===== config.mk =====
export PLATFORM = sky130hd
export DESIGN_NAME = lr35902_dbg_watch
export DESIGN_NICKNAME = d
export VERILOG_FILES = /design/src/rtl/lr35902_dbg_pkg.sv /design/src/rtl/lr35902_dbg_wp_unit.sv /design/src/rtl/lr35902_dbg_watch.sv
export SDC_FILE = /design/constraint.sdc
export NUM_CORES = 1
export LEC_CHECK = 0
export BUFFER_PORTS_ARGS = -buffer_cell sky130_fd_sc_hd__buf_2
export CAP_MARGIN = 20
export CELL_PAD_IN_SITES_DETAIL_PLACEMENT = 1
export CELL_PAD_IN_SITES_GLOBAL_PLACEMENT = 2
export CORE_UTILIZATION = 32
export DETAILED_ROUTE_END_ITERATION = 6
export GPL_TIMING_DRIVEN = 0
export PLACE_DENSITY = 0.81
export SYNTH_ARGS = -nofsm -noshare
export SYNTH_HDL_FRONTEND = slang
export SYNTH_SLANG_ARGS = --single-unit

===== constraint.sdc =====
create_clock -name cpu_clk -period 1.9 [get_ports cpu_clk]
set_input_delay 0.095 -clock cpu_clk [delete_from_list [all_inputs] [get_ports cpu_clk]]
set_output_delay 0.095 -clock cpu_clk [all_outputs]
set_load 0.01 [all_outputs]

===== src/rtl/lr35902_dbg_pkg.sv =====
// lr35902_dbg_pkg: shared constants and capture record type for the LR35902 debug path.
package lr35902_dbg_pkg;
    localparam logic [1:0] WP_OFF = 2'b00;
    localparam logic [1:0] WP_RD  = 2'b01;
    localparam logic [1:0] WP_WR  = 2'b10;
    localparam logic [1:0] WP_RW  = 2'b11;

    localparam logic [1:0] CFG_ADDR = 2'd0;
    localparam logic [1:0] CFG_MODE = 2'd1;
    localparam logic [1:0] CFG_CNT  = 2'd2;

    localparam logic [1:0] CAP_ALO  = 2'd0;
    localparam logic [1:0] CAP_AHI  = 2'd1;
    localparam logic [1:0] CAP_DATA = 2'd2;
    localparam logic [1:0] CAP_INFO = 2'd3;

    typedef struct packed {
        logic        wr;
        logic [1:0]  idx;
        logic [7:0]  data;
        logic [15:0] adr;
    } cap_t;
endpackage


===== src/rtl/lr35902_dbg_wp_unit.sv =====
// lr35902_dbg_wp_unit: one address watchpoint with pass counter.
module lr35902_dbg_wp_unit
    import lr35902_dbg_pkg::*;
(
    input  logic        cpu_clk,
    input  logic        reset,
    input  logic [15:0] adr_i,
    input  logic        rd_i,
    input  logic        wr_i,
    input  logic        cfg_we_i,
    input  logic [1:0]  cfg_field_i,
    input  logic [3:0]  cfg_nib_i,
    input  logic        hit_i,
    output logic        match_o,
    output logic        trig_o
);
    logic [15:0] addr_q, addr_d;
    logic [1:0]  mode_q, mode_d;
    logic [3:0]  cnt_q, cnt_d, rem_q, rem_d;

    // A configuration write to this unit shadows any bus match in the same cycle.
    always_comb begin
        match_o = mode_q != WP_OFF && adr_i == addr_q && ((rd_i && mode_q[0]) || (wr_i && mode_q[1])) && !cfg_we_i;
        trig_o  = hit_i && rem_q == 4'd0;
        addr_d  = (cfg_we_i && cfg_field_i == CFG_ADDR) ? {cfg_nib_i, addr_q[15:4]} : addr_q;
        mode_d  = (cfg_we_i && cfg_field_i == CFG_MODE) ? cfg_nib_i[1:0] : mode_q;
        cnt_d   = (cfg_we_i && cfg_field_i == CFG_CNT) ? cfg_nib_i : cnt_q;
        rem_d   = (cfg_we_i && cfg_field_i == CFG_CNT) ? cfg_nib_i :
                  !hit_i ? rem_q : trig_o ? cnt_q : rem_q - 4'd1;
    end

    always_ff @(posedge cpu_clk) begin
        if (reset) begin
            addr_q <= 16'hFFFF;
            mode_q <= WP_OFF;
            cnt_q  <= 4'd0;
            rem_q  <= 4'd0;
        end else begin
            addr_q <= addr_d;
            mode_q <= mode_d;
            cnt_q  <= cnt_d;
            rem_q  <= rem_d;
        end
    end
endmodule


===== src/rtl/lr35902_dbg_watch.sv =====
// lr35902_dbg_watch: bus watchpoints with sticky halt request and bytewise capture readout.
module lr35902_dbg_watch
    import lr35902_dbg_pkg::*;
#(
    parameter int NUM_WP = 2
) (
    input  logic        cpu_clk,
    input  logic        reset,
    input  logic [15:0] adr,
    input  logic [7:0]  dbus,
    input  logic        rd,
    input  logic        wr,
    input  logic        cfg_we,
    input  logic [1:0]  cfg_wp,
    input  logic [1:0]  cfg_field,
    input  logic [3:0]  cfg_nib,
    input  logic        clr,
    input  logic [1:0]  cap_sel,
    output logic        halt_req,
    output logic [7:0]  cap_byte
);
    logic [NUM_WP-1:0] match, trig;
    logic              en, halt_q, halt_d;
    logic [1:0]        idx;
    cap_t              cap_q, cap_d;

    // Matches only count while idle and not being acknowledged.
    assign en = !halt_q && !clr;

    for (genvar g = 0; g < NUM_WP; g++) begin : g_wp
        lr35902_dbg_wp_unit u_wp (
            .cpu_clk     (cpu_clk),
            .reset       (reset),
            .adr_i       (adr),
            .rd_i        (rd),
            .wr_i        (wr),
            .cfg_we_i    (cfg_we && cfg_wp == 2'(g)),
            .cfg_field_i (cfg_field),
            .cfg_nib_i   (cfg_nib),
            .hit_i       (match[g] && en),
            .match_o     (match[g]),
            .trig_o      (trig[g])
        );
    end

    always_comb begin
        idx = 2'd0;
        for (int i = NUM_WP - 1; i >= 0; i--)
            if (trig[i]) idx = 2'(i);
        halt_d   = clr ? 1'b0 : halt_q || |trig;
        cap_d    = |trig ? '{wr: wr, idx: idx, data: dbus, adr: adr} : cap_q;
        halt_req = halt_q;
        cap_byte = cap_sel == CAP_ALO  ? cap_q.adr[7:0] :
                   cap_sel == CAP_AHI  ? cap_q.adr[15:8] :
                   cap_sel == CAP_DATA ? cap_q.data : {cap_q.wr, 5'b00000, cap_q.idx};
    end

    always_ff @(posedge cpu_clk) begin
        if (reset) begin
            halt_q <= 1'b0;
            cap_q  <= '0;
        end else begin
            halt_q <= halt_d;
            cap_q  <= cap_d;
        end
    end
endmodule


# Word-level counts from Yosys, hierarchy flattened
# Cells that the tools add are included.
# W data, S select, Z words.
# totals
word_cells,74
register_bits,80
output_inout_bits,9
in_bits,40
# classes
n_addsub,2
n_reduce_logical,41
n_mux,11
n_eq_ne,7
# ops
operator,count
$eq A16 B16 Y1,2
$mux W4,6
$mux W8,3
$logic_and A1 B1 Y1,23
$logic_not A4 Y1,2
$reduce_bool A2 Y1,4
$sub A4 B1 Y4 const B,2
$eq A2 B1 Y1 const B,3
$logic_not A2 Y1,3
$eq A2 B2 Y1 const B,2
$logic_not A1 Y1,4
$reduce_or A2 Y1,2
$logic_or A1 B1 Y1,3
$mux W2,1
$mux W1,1

# Depth between registers and ports, before layout
# Gate-level depths: netlist (run 1).
# depth
ltp_word,9
depth_mapped,8
ltp_nobuf,7

# By module
# A second synthesis (run 1) with hierarchy kept.
# hier_totals
cells_unflattened,418
area_unflattened_um2,3868.7
# modules_own_cells
module,instances,area_per_inst_um2,seq_area_each_um2,cells_each
lr35902_dbg_wp_unit at g_wp[0].u_wp,1,1292.5,520.5,139
lr35902_dbg_wp_unit at g_wp[1].u_wp,1,1290.0,520.5,139
lr35902_dbg_watch,1,1286.2,540.5,140

# Worst setup path after synthesis (run 1)
# No wires, ideal clock.
# synth_timing
path_type,register to register
start,reg g_wp[1].u_wp.rem_q[0]
end,reg cap_q[0] (netlist bit)
synth_period_minus_slack_ps,1994
path_slack_ps,-94
setup_time_ps,118
path_buffers,3
arrival_ps,1876
t_required_ps,1782
stages_incl_launch_ff,9
path_cell_list,dfxtp_1 inv_1 ha_1 or3b_2 buf_2 o32a_1 buf_6 buf_12 mux2i_1
# synth_via
elab_chain_cells,3
# synth_rtl
item,line,source
from (decl),lr35902_dbg_wp_unit.sv:19,"logic [3:0] cnt_q, cnt_d, rem_q, rem_d;"
from (signal assigned),lr35902_dbg_wp_unit.sv:42,rem_q <= rem_d;
$logic_not A4 Y1,lr35902_dbg_wp_unit.sv:24,trig_o = hit_i && rem_q == 4'd0;
$logic_and A1 B1 Y1,lr35902_dbg_wp_unit.sv:24,
$reduce_or A2 Y1,lr35902_dbg_watch.sv:51,"cap_d = |trig ? '{wr: wr, idx: idx, data: dbus, adr: adr} : cap_q;"
to (signal assigned),lr35902_dbg_watch.sv:64,cap_q <= cap_d;
to (decl),lr35902_dbg_watch.sv:25,"cap_t cap_q, cap_d;"
# Every way passes these cells.
# A chain may end at the register's enable or synchronous reset.

# Worst setup path in the final report (run 1)
# layout_timing
start,reg g_wp[1].u_wp.addr_q[14]
end,reg cap_q[18] (netlist bit)
# layout_via
elab_chain_cells,7
# layout_rtl
item,line,source
from (decl),lr35902_dbg_wp_unit.sv:17,"logic [15:0] addr_q, addr_d;"
from (signal assigned),lr35902_dbg_wp_unit.sv:39,addr_q <= addr_d;
$eq A16 B16 Y1,lr35902_dbg_wp_unit.sv:23,match_o = mode_q != WP_OFF && adr_i == addr_q && ((rd_i && mode_q[0]) || (wr_i && mode_q[1])) && !cfg_we_i;
$logic_and A1 B1 Y1 (3 in a row),lr35902_dbg_wp_unit.sv:23,
$logic_and A1 B1 Y1,lr35902_dbg_watch.sv:40,".hit_i (match[g] && en),"
$logic_and A1 B1 Y1,lr35902_dbg_wp_unit.sv:24,
$reduce_or A2 Y1,lr35902_dbg_watch.sv:51,
# Every way passes these cells.

==> impl_metrics.ini, run 1 <==
[outcome]
status = finished, violations left
violations = DRC, setup timing

[grt]
groute.usage.overall_pct = 19.81
grt_pass1_vias = 3559
grt_pass1_wl_um = 18880
antenna_found_initial = 0
gr-total-overflow = 0
grt_max_degree = 14

[routing]
wl_um = 11620
wl_per_cell_um = 17.76
met2RoutedLength_um = 5666
dr.pass1.iters = 6
routed-wl-met3_um = 424
drt_iter0_drc = 105
highest_layer = met4
vias = 3364
drt-met1-wl_um = 5222
drc = 5
viasPerCell = 5.144
ant_nets = 0

[logic_synthesis]
netlist_instances = 435
async_reset_ff_share_pct = 0
synth.net_count = 479
post_synth.cell_area_avg_um2 = 8.948
synth_seq_cells = 79
synth-main-ff-cell = dfxtp_1
synth_edf_count = 0
ys_warn_count = 0
yosysSeqAreaShare_pct = 40.63
synth.cell_area_um2 = 3892
synthDistinctLibCells = 42

[placement]
io_buffers = 45
placed_cell_area_um2 = 4308
globalplace.congestion = 0.8316
dp_slack_ns = -0.4813
post-dp-hpwl_um = 8678

[cells_and_area]
antenna_cells = 0
final_cell_mix = nand2_1 (111), mux2i_1 (66), dfxtp_1 (66), buf_2 (47), clkbuf_1 (17)
area_growth_pct = 26.94
layout.nets = 550
final_cell_area_um2 = 4941
layout-drive-gt1-share_pct = 23.68
final_common_cell = nand2_1

[clock_network]
cts_tree = built
cts.sinks = 79
numCtsBuffers = 9
cts_root_buf = clkbuf_16
clock_latency_ns = 0.34
cts_buffer_depth = 2
clkTransAtPathRegs_ns = 0.06
htree_levels = 3

[floorplanning]
rows = 39
coreArea_um2 = 11610
initial_core_util_pct = 33.52
fp.dieH_um = 112.3
pin_count = 49
die_area_um2 = 12610
floorplan.die.width_um = 112.3

[power]
p_seq_share_pct = 43.7
ir_worst_vdd_uv = 497.2
p_sw_share_pct = 23.23
power_density_nw_per_um2 = 773.9
p_sw_uw = 888.2
combPwrFrac_pct = 7.9
intPower_uw = 2936
p_clk_share_pct = 48.4
p_leak_uw = 0.001964

[timing]
fmax_ghz = 0.4957
worst_pin_slew_ns = 0.7944
min_period_ns = 2.017
slew_headroom_pct = 46.75
finalSetupViolCount = 27
fin_ws_ns = -0.1173
fin_worst_skew_ns = 0.008516
worst_hold_slack_ns = 0.01588
maxSlewViolCount = 0
grt_setup_unrepaired = true
fin_crit_sh_pct = 106.2
final_hold_viol_count = 0

[setup_path]
critical_path_class = flip-flop to flip-flop
cp-end-kind = flip-flop
cp_data_arrival_time_ns = 2.25
crit_family = simple AND/OR/NAND/NOR gates
cp_slowest_cell = or4_4
timing.critical_path.cells = xnor2_2 > nand2_1 > or4_4 > o32a_1 > buf_6 > buf_12 > mux2i_2
crit_buf_inv = 2
startpoint_type = flip-flop
slowest_delay_ns = 0.54
cp.required_ns = 2.13
worst-path-max-fanout = 10

[flow_run]
drv_cap = 0

[hold_path]
hold_path_class = input port to flip-flop
area by class of cell:
class / instances / area (um^2)
Buffer: 20 / 117.6
Clock buffer: 11 / 232.7
Clock inverter: 5 / 81.33
Inverter: 9 / 33.78
Sequential cell: 79 / 1600
Timing Repair Buffer: 62 / 387.9
Multi-Input combinational cell: 325 / 2308
Fill cell: 1334 / 6673
Tap cell: 143 / 178.9
final timing paths:
| path | start | end | slack [ns] | cells after the start |
|---|---|---|---|---|
| worst max-delay path | g_wp[1].u_wp.addr_q[14] | cap_q[18] | -0.12 | 7 |
| worst max register to register | g_wp[1].u_wp.addr_q[14] | cap_q[18] | -0.12 | 7 |
| worst min-delay path | dbus[3] | cap_q[19] | 0.02 | 3 |
| worst min register to register | g_wp[1].u_wp.cnt_q[2] | g_wp[1].u_wp.cnt_q[2] | 0.46 | 2 |
flip-flops by register name, indices dropped and copies added (netlist names):
| name | cells |
|---|---|
| cap_q | 26 |
| g_wp.u_wp.addr_q | 32 |
| g_wp.u_wp.cnt_q | 8 |
| g_wp.u_wp.mode_q | 4 |
| g_wp.u_wp.rem_q | 8 |
| halt_req | 1 |
synth_stat cells, types with 3 or more instances:
library cell | instances | area share (%)
mux2i_1 | 67 | 17
o31ai_1 | 3 | 0.58
nand3_1 | 5 | 0.64
ha_1 | 4 | 1.3
inv_1 | 9 | 0.87
nand2b_1 | 4 | 0.64
o21ai_0 | 10 | 1.3
nand4_1 | 7 | 1.1
a31oi_1 | 3 | 0.48
nor2b_1 | 3 | 0.48
nor2_1 | 18 | 1.7
o2111ai_1 | 5 | 1.1
xor2_1 | 6 | 1.4
dfxtp_1 | 79 | 41
nor3_1 | 4 | 0.51
a211oi_1 | 5 | 0.96
buf_2 | 4 | 0.51
a21oi_1 | 12 | 1.5
nor3b_1 | 3 | 0.58
clkbuf_1 | 15 | 1.4
nand2_1 | 111 | 11
xnor2_1 | 26 | 5.9
or3b_2 | 3 | 0.68
routing by layer:
layer | track usage [%] | vias to the layer above
met4 | 7.467 | 0
met2 | 33.83 | 70
li1 | - | 1639
met1 | 24.23 | 1630
met5 | 0 | -
met3 | 4.698 | 25
per-stage QoR:
step           cells  TNS, ns  util (%)  power [uW]
6_report         654   -1.924     42.54        3824
5_1_grt          654   -3.462     42.54        3959
4_1_cts          654   -1.252     42.10        3865
3_5_place_dp     623   -18.23     37.09        1982
3_3_place_gp     623   -15.20     37.09        1976
2_1_floorplan    435        0         -        1853
kinds of logic (layout without fill, tap and decap cells):
kind of cell	Yosys count	after routing	synth area share [%]
DFF	79	79	40.63
and+or+nand+nor	168	168	19.13
muxes	69	69	18.39
AOI/OAI and AO/OA	52	52	9.225
xor gates and xnor gates	32	32	7.200
adders and majority gates	4	4	1.286
buffers and inverters	31	107	4.146
what timing repair did:
item,in CTS,in global routing
buffers inserted,11,0
setup endpoints to repair,35,42
resized for setup,33,11
cloned,0,0
endpoints found under the hold margin,6,0
pin swaps,8,0
hold buffers,6,0
power by group through the flow:
stage	Clock (uW)	Sequential, uW	Combinational (uW)
2_1_floorplan	0	1710	147
3_3_place_gp	0	1710	268
3_5_place_dp	0	1710	273
4_1_cts	1900	1670	297
5_1_grt	1960	1670	331
6_report	1850	1670	303
worst register-to-register path: stages, from the launching register on:
cell and delay [ns]:
dfxtp_2 0.34, xnor2_2 0.14, nand2_1 0.10, or4_4 0.54, o32a_1 0.34, buf_6 0.16, buf_12 0.15, mux2i_2 0.15
(Power assumes the default switching activity.)
==> run 2, diff against run 1 <==
==> constraint.sdc (replaced) <==
create_clock -name cpu_clk -period 1.9 [get_ports cpu_clk]
set_input_delay 0.095 -clock cpu_clk [delete_from_list [all_inputs] [get_ports cpu_clk]]
set_output_delay 0.095 -clock cpu_clk [all_outputs]
set_load 0.02 [all_outputs]
==> run 2 against run 1 <==
Net effect: the run still ends with DRC, setup timing left; first-iteration DRC count stayed put; via count is 1.1% lower; clock skew is 0.00086 ns higher; core utilization is 0.12 points lower; sequential cell count stayed put; sequential power hardly changed; hold slack worse by 0.010 ns; cell count is 0.15% lower; clock-buffer cell count is 1 higher.
==> impl_metrics.ini, run 2 (synthesis results as in run 1) <==
[outcome]
status = finished, violations left
violations = DRC, setup timing

[cells_and_area]
layout-drive-gt1-share_pct = 24.12
layout.nets = 550
reg.largest.list = g_wp.u_wp.addr_q: 32 flops, cap_q: 26 flops
largest_register = g_wp.u_wp.addr_q
final_cell_mix = nand2_1 (111), mux2i_1 (67), dfxtp_1 (65), buf_2 (47)
antenna_cells = 0
area_growth_pct = 26.58
final_common_cell = nand2_1
largest_reg_flops = 32

[routing]
viasPerCell = 5.096
drc = 3
vias = 3328
drt_iter0_drc = 105
ant_nets = 0
wl_um = 11440
dr.pass1.iters = 6
wl_per_cell_um = 17.52

[clock_network]
cts_tree = built
numCtsBuffers = 9
clock_latency_ns = 0.34
htree_levels = 3
cts_buffer_depth = 2
cts.sinks = 79
cts_root_buf = clkbuf_16
clkTransAtPathRegs_ns = 0.06

[setup_path]
worst-path-max-fanout = 10
cp.required_ns = 2.12
r2r_cells = 7
startpoint_type = flip-flop
cp-end-kind = flip-flop
critical_path_class = flip-flop to flip-flop
cp_data_arrival_time_ns = 2.22

[floorplanning]
fp.dieH_um = 112.3
rows = 39
floorplan.die.width_um = 112.3
pin_count = 49
die_area_um2 = 12610
initial_core_util_pct = 33.52
coreArea_um2 = 11610

[timing]
grt_setup_unrepaired = true
worst_hold_slack_ns = 0.005861
fin_worst_skew_ns = 0.009376
min_period_ns = 1.998
fmax_ghz = 0.5004
fin_ws_ns = -0.09839
final_hold_viol_count = 0
maxSlewViolCount = 0
finalSetupViolCount = 28
fin_crit_sh_pct = 105.2
slew_headroom_pct = 46.32
worst_pin_slew_ns = 0.8009

[grt]
gr-total-overflow = 0
antenna_found_initial = 0
grt_max_degree = 13
grt_pass1_wl_um = 18140
grt_pass1_vias = 3442
groute.usage.overall_pct = 18.84

[placement]
dp_slack_ns = -0.4282
io_buffers = 45
globalplace.congestion = 0.8268
post-dp-hpwl_um = 8665

[power]
p_leak_uw = 0.001977
power_density_nw_per_um2 = 753.8
ir_worst_vdd_uv = 401.2

[flow_run]
drv_cap = 0

[hold_path]
hold_depth = 3
hold_path_class = input port to flip-flop
[run 2: area by class of cell]
| cell class | count | area (um^2) |
|---|---|---|
| Clock inverter | 3 | 42.54 |
| Fill cell | 1344 | 6686 |
| Tap cell | 143 | 178.9 |
| Sequential cell | 79 | 1607 |
| Buffer | 20 | 117.6 |
| Timing Repair Buffer | 62 | 390.4 |
| Multi-Input combinational cell | 325 | 2301 |
| Inverter | 9 | 33.78 |
| Clock buffer | 12 | 256.5 |
[run 2: where the power goes]
part           total, uW  internal [uW]  leakage [uW]  switching [uW]
Clock               1750           1080      0.000145             671
Combinational        295            113       0.00120             182
Sequential          1670           1660      0.000634            7.80
[run 2: worst paths after layout]
path | start | slack, ns | to
max | halt_req | -0.1 | cap_q[2]
min | dbus[1] | 0.006 | cap_q[17]
max reg2reg | halt_req | -0.1 | cap_q[2]
min reg2reg | cap_q[6] | 0.46 | cap_q[6]
[run 2: metal layers]
metal	track usage (%)	up-vias	wire (um)
li1	-	1647	-
met1	24.20	1602	5366
met2	31.84	59	5477
met3	2.754	20	346
met4	7.467	0	250
met5	0	-	0
[run 2: per-stage QoR]
| stage | setup TNS, ns | power, uW | util [%] | std cells | instance area (um^2) |
|---|---|---|---|---|---|
| global placement | -15.23 | 1977 | 37.10 | 623 | 4309 |
| finish | -2.153 | 3714 | 42.43 | 653 | 4927 |
| floorplan | 0 | 1853 | - | 435 | 3905 |
| CTS | -2.604 | 3738 | 41.08 | 649 | 4771 |
| global route | -3.856 | 3842 | 42.43 | 653 | 4927 |
| detailed placement | -16.03 | 1982 | 37.10 | 623 | 4309 |
[run 2: repair_timing]
action                                 CTS  global route
pin swaps                                9             4
setup endpoints to repair               35            38
hold buffers                             3             0
cloned                                   0             1
setup buffers                            8             5
endpoints found under the hold margin    3             0
resized for setup                       18            24
[run 2: critical path, stage by stage (launching register included)]
cell     delay (ns)
dfxtp_2        0.33
nor2_4         0.16
o21ai_1        0.12
or4_4          0.49
o32a_1         0.34
buf_6          0.16
buf_12         0.15
mux2i_1        0.12
==> run 3, diff against run 2 <==
Settings changed: ABC_AREA from default to 1, CORE_MARGIN from default to 2, CORE_UTILIZATION 32 to 29, PLACE_DENSITY 0.81 to 0.82.
==> run 3 against run 2 <==
Net effect: the run now ends clean; synthesized cell count rose by 61%; clock-buffer cell count fell by 1; sequential cell count did not move; critical path type unchanged.
==> impl_metrics.ini, run 3 <==
[outcome]
status = finished, final reports clean

[floorplanning]
initial_core_util_pct = 29.97
pin_count = 49
coreArea_um2 = 15310
die_area_um2 = 16850
rows = 45
fp.dieH_um = 129.8
floorplan.die.width_um = 129.8

[power]
combPwrFrac_pct = 10.9
power_density_nw_per_um2 = 694.5
p_leak_uw = 0.002729
ir_worst_vdd_uv = 406.8
p_seq_share_pct = 44.4
intPower_uw = 2768
p_sw_uw = 1046
p_clk_share_pct = 44.7
p_sw_share_pct = 27.43

[timing]
fin_worst_skew_ns = 0.008472
worst_pin_slew_ns = 0.7451
fin_crit_sh_pct = 93.93
grt_setup_unrepaired = true
slew_headroom_pct = 50.06
tns_ns = 0
maxSlewViolCount = 0
finalSetupViolCount = 0
min_period_ns = 1.785
worst_hold_slack_ns = 0.05605
final_hold_viol_count = 0
fmax_ghz = 0.5603
fin_ws_ns = 0.1153

[routing]
routed-wl-met3_um = 453
wl_per_cell_um = 15.48
drt-met1-wl_um = 7160
ant_nets = 0
viasPerCell = 4.596
highest_layer = met4
wl_um = 15280
dr.pass1.iters = 4
drt_iter0_drc = 152
met2RoutedLength_um = 7352
vias = 4536
drc = 0

[hold_path]
min_from = cfg_nib[2]
min_to = g_wp[1].u_wp.addr_q[14]
hold_depth = 3
hold_path_class = input port to flip-flop

[placement]
globalplace.congestion = 0.8560
post-dp-hpwl_um = 12130
io_buffers = 48
dp_slack_ns = -0.09894

[clock_network]
clock_latency_ns = 0.35
numCtsBuffers = 9
cts.sinks = 79
cts_tree = built
cts_buffer_depth = 2
htree_levels = 3
clkTransAtPathRegs_ns = 0.06
cts_root_buf = clkbuf_16

[logic_synthesis]
synth_top_area_cell = dfxtp_1
synth.net_count = 746
post_synth.cell_area_avg_um2 = 6.538
yosysSeqAreaShare_pct = 34.46
ys_warn_count = 0
synthTopCellsByCount = nand2_1 (205), dfxtp_1 (79), inv_1 (79), nor2_1 (74), a21oi_1 (52)
async_reset_ff_share_pct = 0
synth-main-ff-cell = dfxtp_1
synth_edf_count = 0
synthDistinctLibCells = 36
synth_area_leaders = dfxtp_1 (34%), nand2_1 (17%), inv_1 (6.5%), nor2_1 (6.1%), a21oi_1 (5.7%)
synth_seq_cells = 79
netlist_instances = 702
synth_most_common_cell = nand2_1
synth.cell_area_um2 = 4589
synth_top_area_share_pct = 34.46

[setup_path]
timing.critical_path.cells = inv_1 > nand2_1 > nand2_1 > nor2_1 > nand2_1 > nor2_2 > nand4_4 > buf_6 > a21oi_2 > nor2_1
cp-end-kind = flip-flop
cp_slowest_cell = dfxtp_1
crit_family = simple AND/OR/NAND/NOR gates
cp.required_ns = 2.14
r2r_cells = 10
cpMostUsedCell = nand2_1
slowest_delay_ns = 0.36
worst-path-max-fanout = 10
crit-reg2reg-launch = g_wp[1].u_wp.addr_q[8]
startpoint_type = flip-flop
r2r_slack_ns = 0.12
reg2reg_to = cap_q[26]
crit_buf_inv = 2
cp_data_arrival_time_ns = 2.02
critical_path_class = flip-flop to flip-flop

[cells_and_area]
largest_register = g_wp.u_wp.addr_q
final_core_util_pct = 35.86
area_growth_pct = 19.66
fillers = 2021
antenna_cells = 0
final_common_cell = nand2_1
largest_reg_flops = 32
layout-drive-gt1-share_pct = 20.23
layout.nets = 815
reg.largest.list = g_wp.u_wp.addr_q: 32 flops, cap_q: 26 flops
final_cell_mix = nand2_1 (205), dfxtp_1 (79), inv_1 (77), nor2_1 (72), a21oi_1 (52)

[grt]
gr-total-overflow = 0
antenna_found_initial = 0
grt_max_degree = 14
grt_pass1_vias = 4812
grt_pass1_wl_um = 24670
groute.usage.overall_pct = 19.22

[flow_run]
drv_cap = 0
[run 3: cell count changes after synthesis, sizes merged, moves of 8 or more]
cell    before  now
a21oi       12   61
inv          9   96
mux2i       67    0
nand2      111  226
nand3        5   33
nand3b       2   10
nor2        18   98
o21ai       10   40
xnor2       26    5
[run 3: worst max path at each step]
| stage | slack (ns) | depth (start not counted) | startpoint | endpoint |
|---|---|---|---|---|
| after floorplan | 0.38 | 11 | halt_req | cap_q[12] |
| final | 0.12 | 10 | g_wp[1].u_wp.addr_q[8] | cap_q[26] |
| after detailed placement | -0.1 | 7 | cfg_wp[1] | g_wp[0].u_wp.addr_q[11] |
| after global routing | -0.01 | 11 | g_wp[0].u_wp.addr_q[11] | g_wp[0].u_wp.rem_q[3] |
| after CTS | 0.02 | 9 | g_wp[0].u_wp.rem_q[0] | cap_q[26] |
| after global placement | -0.13 | 7 | cfg_wp[1] | g_wp[0].u_wp.addr_q[11] |
[run 3: final cells by class]
type	count	area, um^2	area share [%]
clock buffer	11	252.7	4.602
multi-input combinational	504	2486	45.27
sequential	79	1582	28.80
clock inverter	5	32.53	0.5924
tap	211	264.0	4.807
buffer	21	168.9	3.076
timing repair buffer	58	337.8	6.152
inverter	98	367.9	6.699
[run 3: per-stage QoR]
step,instances,area (um^2),power [uW]
global route,987,5492,3982
floorplan,702,4589,1958
CTS,986,5469,3849
global placement,961,5094,2119
detailed placement,961,5094,2129
finish,987,5492,3814
[run 3: timing repair]
action / CTS / global route
hold endpoints to repair: 9 / 0
setup endpoints to repair: 0 / 25
setup buffers: 0 / 1
resized for setup: 0 / 6
hold buffers: 9 / 0
[run 3: metal layers]
| metal | vias to the layer above | track usage, % |
|---|---|---|
| li1 | 2335 | - |
| met1 | 2115 | 24.40 |
| met4 | 0 | 6.072 |
| met2 | 71 | 33.20 |
| met3 | 15 | 3.362 |
| met5 | - | 0 |
[run 3: power by group through the flow]
stage	combinational (uW)	sequential, uW	clock [uW]
after floorplan	233	1730	0
after global placement	389	1730	0
after detailed placement	398	1730	0
after CTS	414	1690	1740
after global routing	468	1700	1820
final	414	1690	1710
[run 3: worst reg2reg max path: stages, from the launching register on]
cell	delay, ns
dfxtp_1	0.36
inv_1	0.06
nand2_1	0.05
nand2_1	0.07
nor2_1	0.20
nand2_1	0.10
nor2_2	0.16
nand4_4	0.24
buf_6	0.24
a21oi_2	0.13
nor2_1	0.06
[run 3: cells by family after synthesis]
kind of cell,synth area share (%)
AO/OA/AOI/OAI,13.69
XOR/XNOR,1.145
adder cells (fa/ha/maj),1.091
buffers and inverters,11.70
flip-flops,34.46
AND/OR/NAND/NOR,37.92
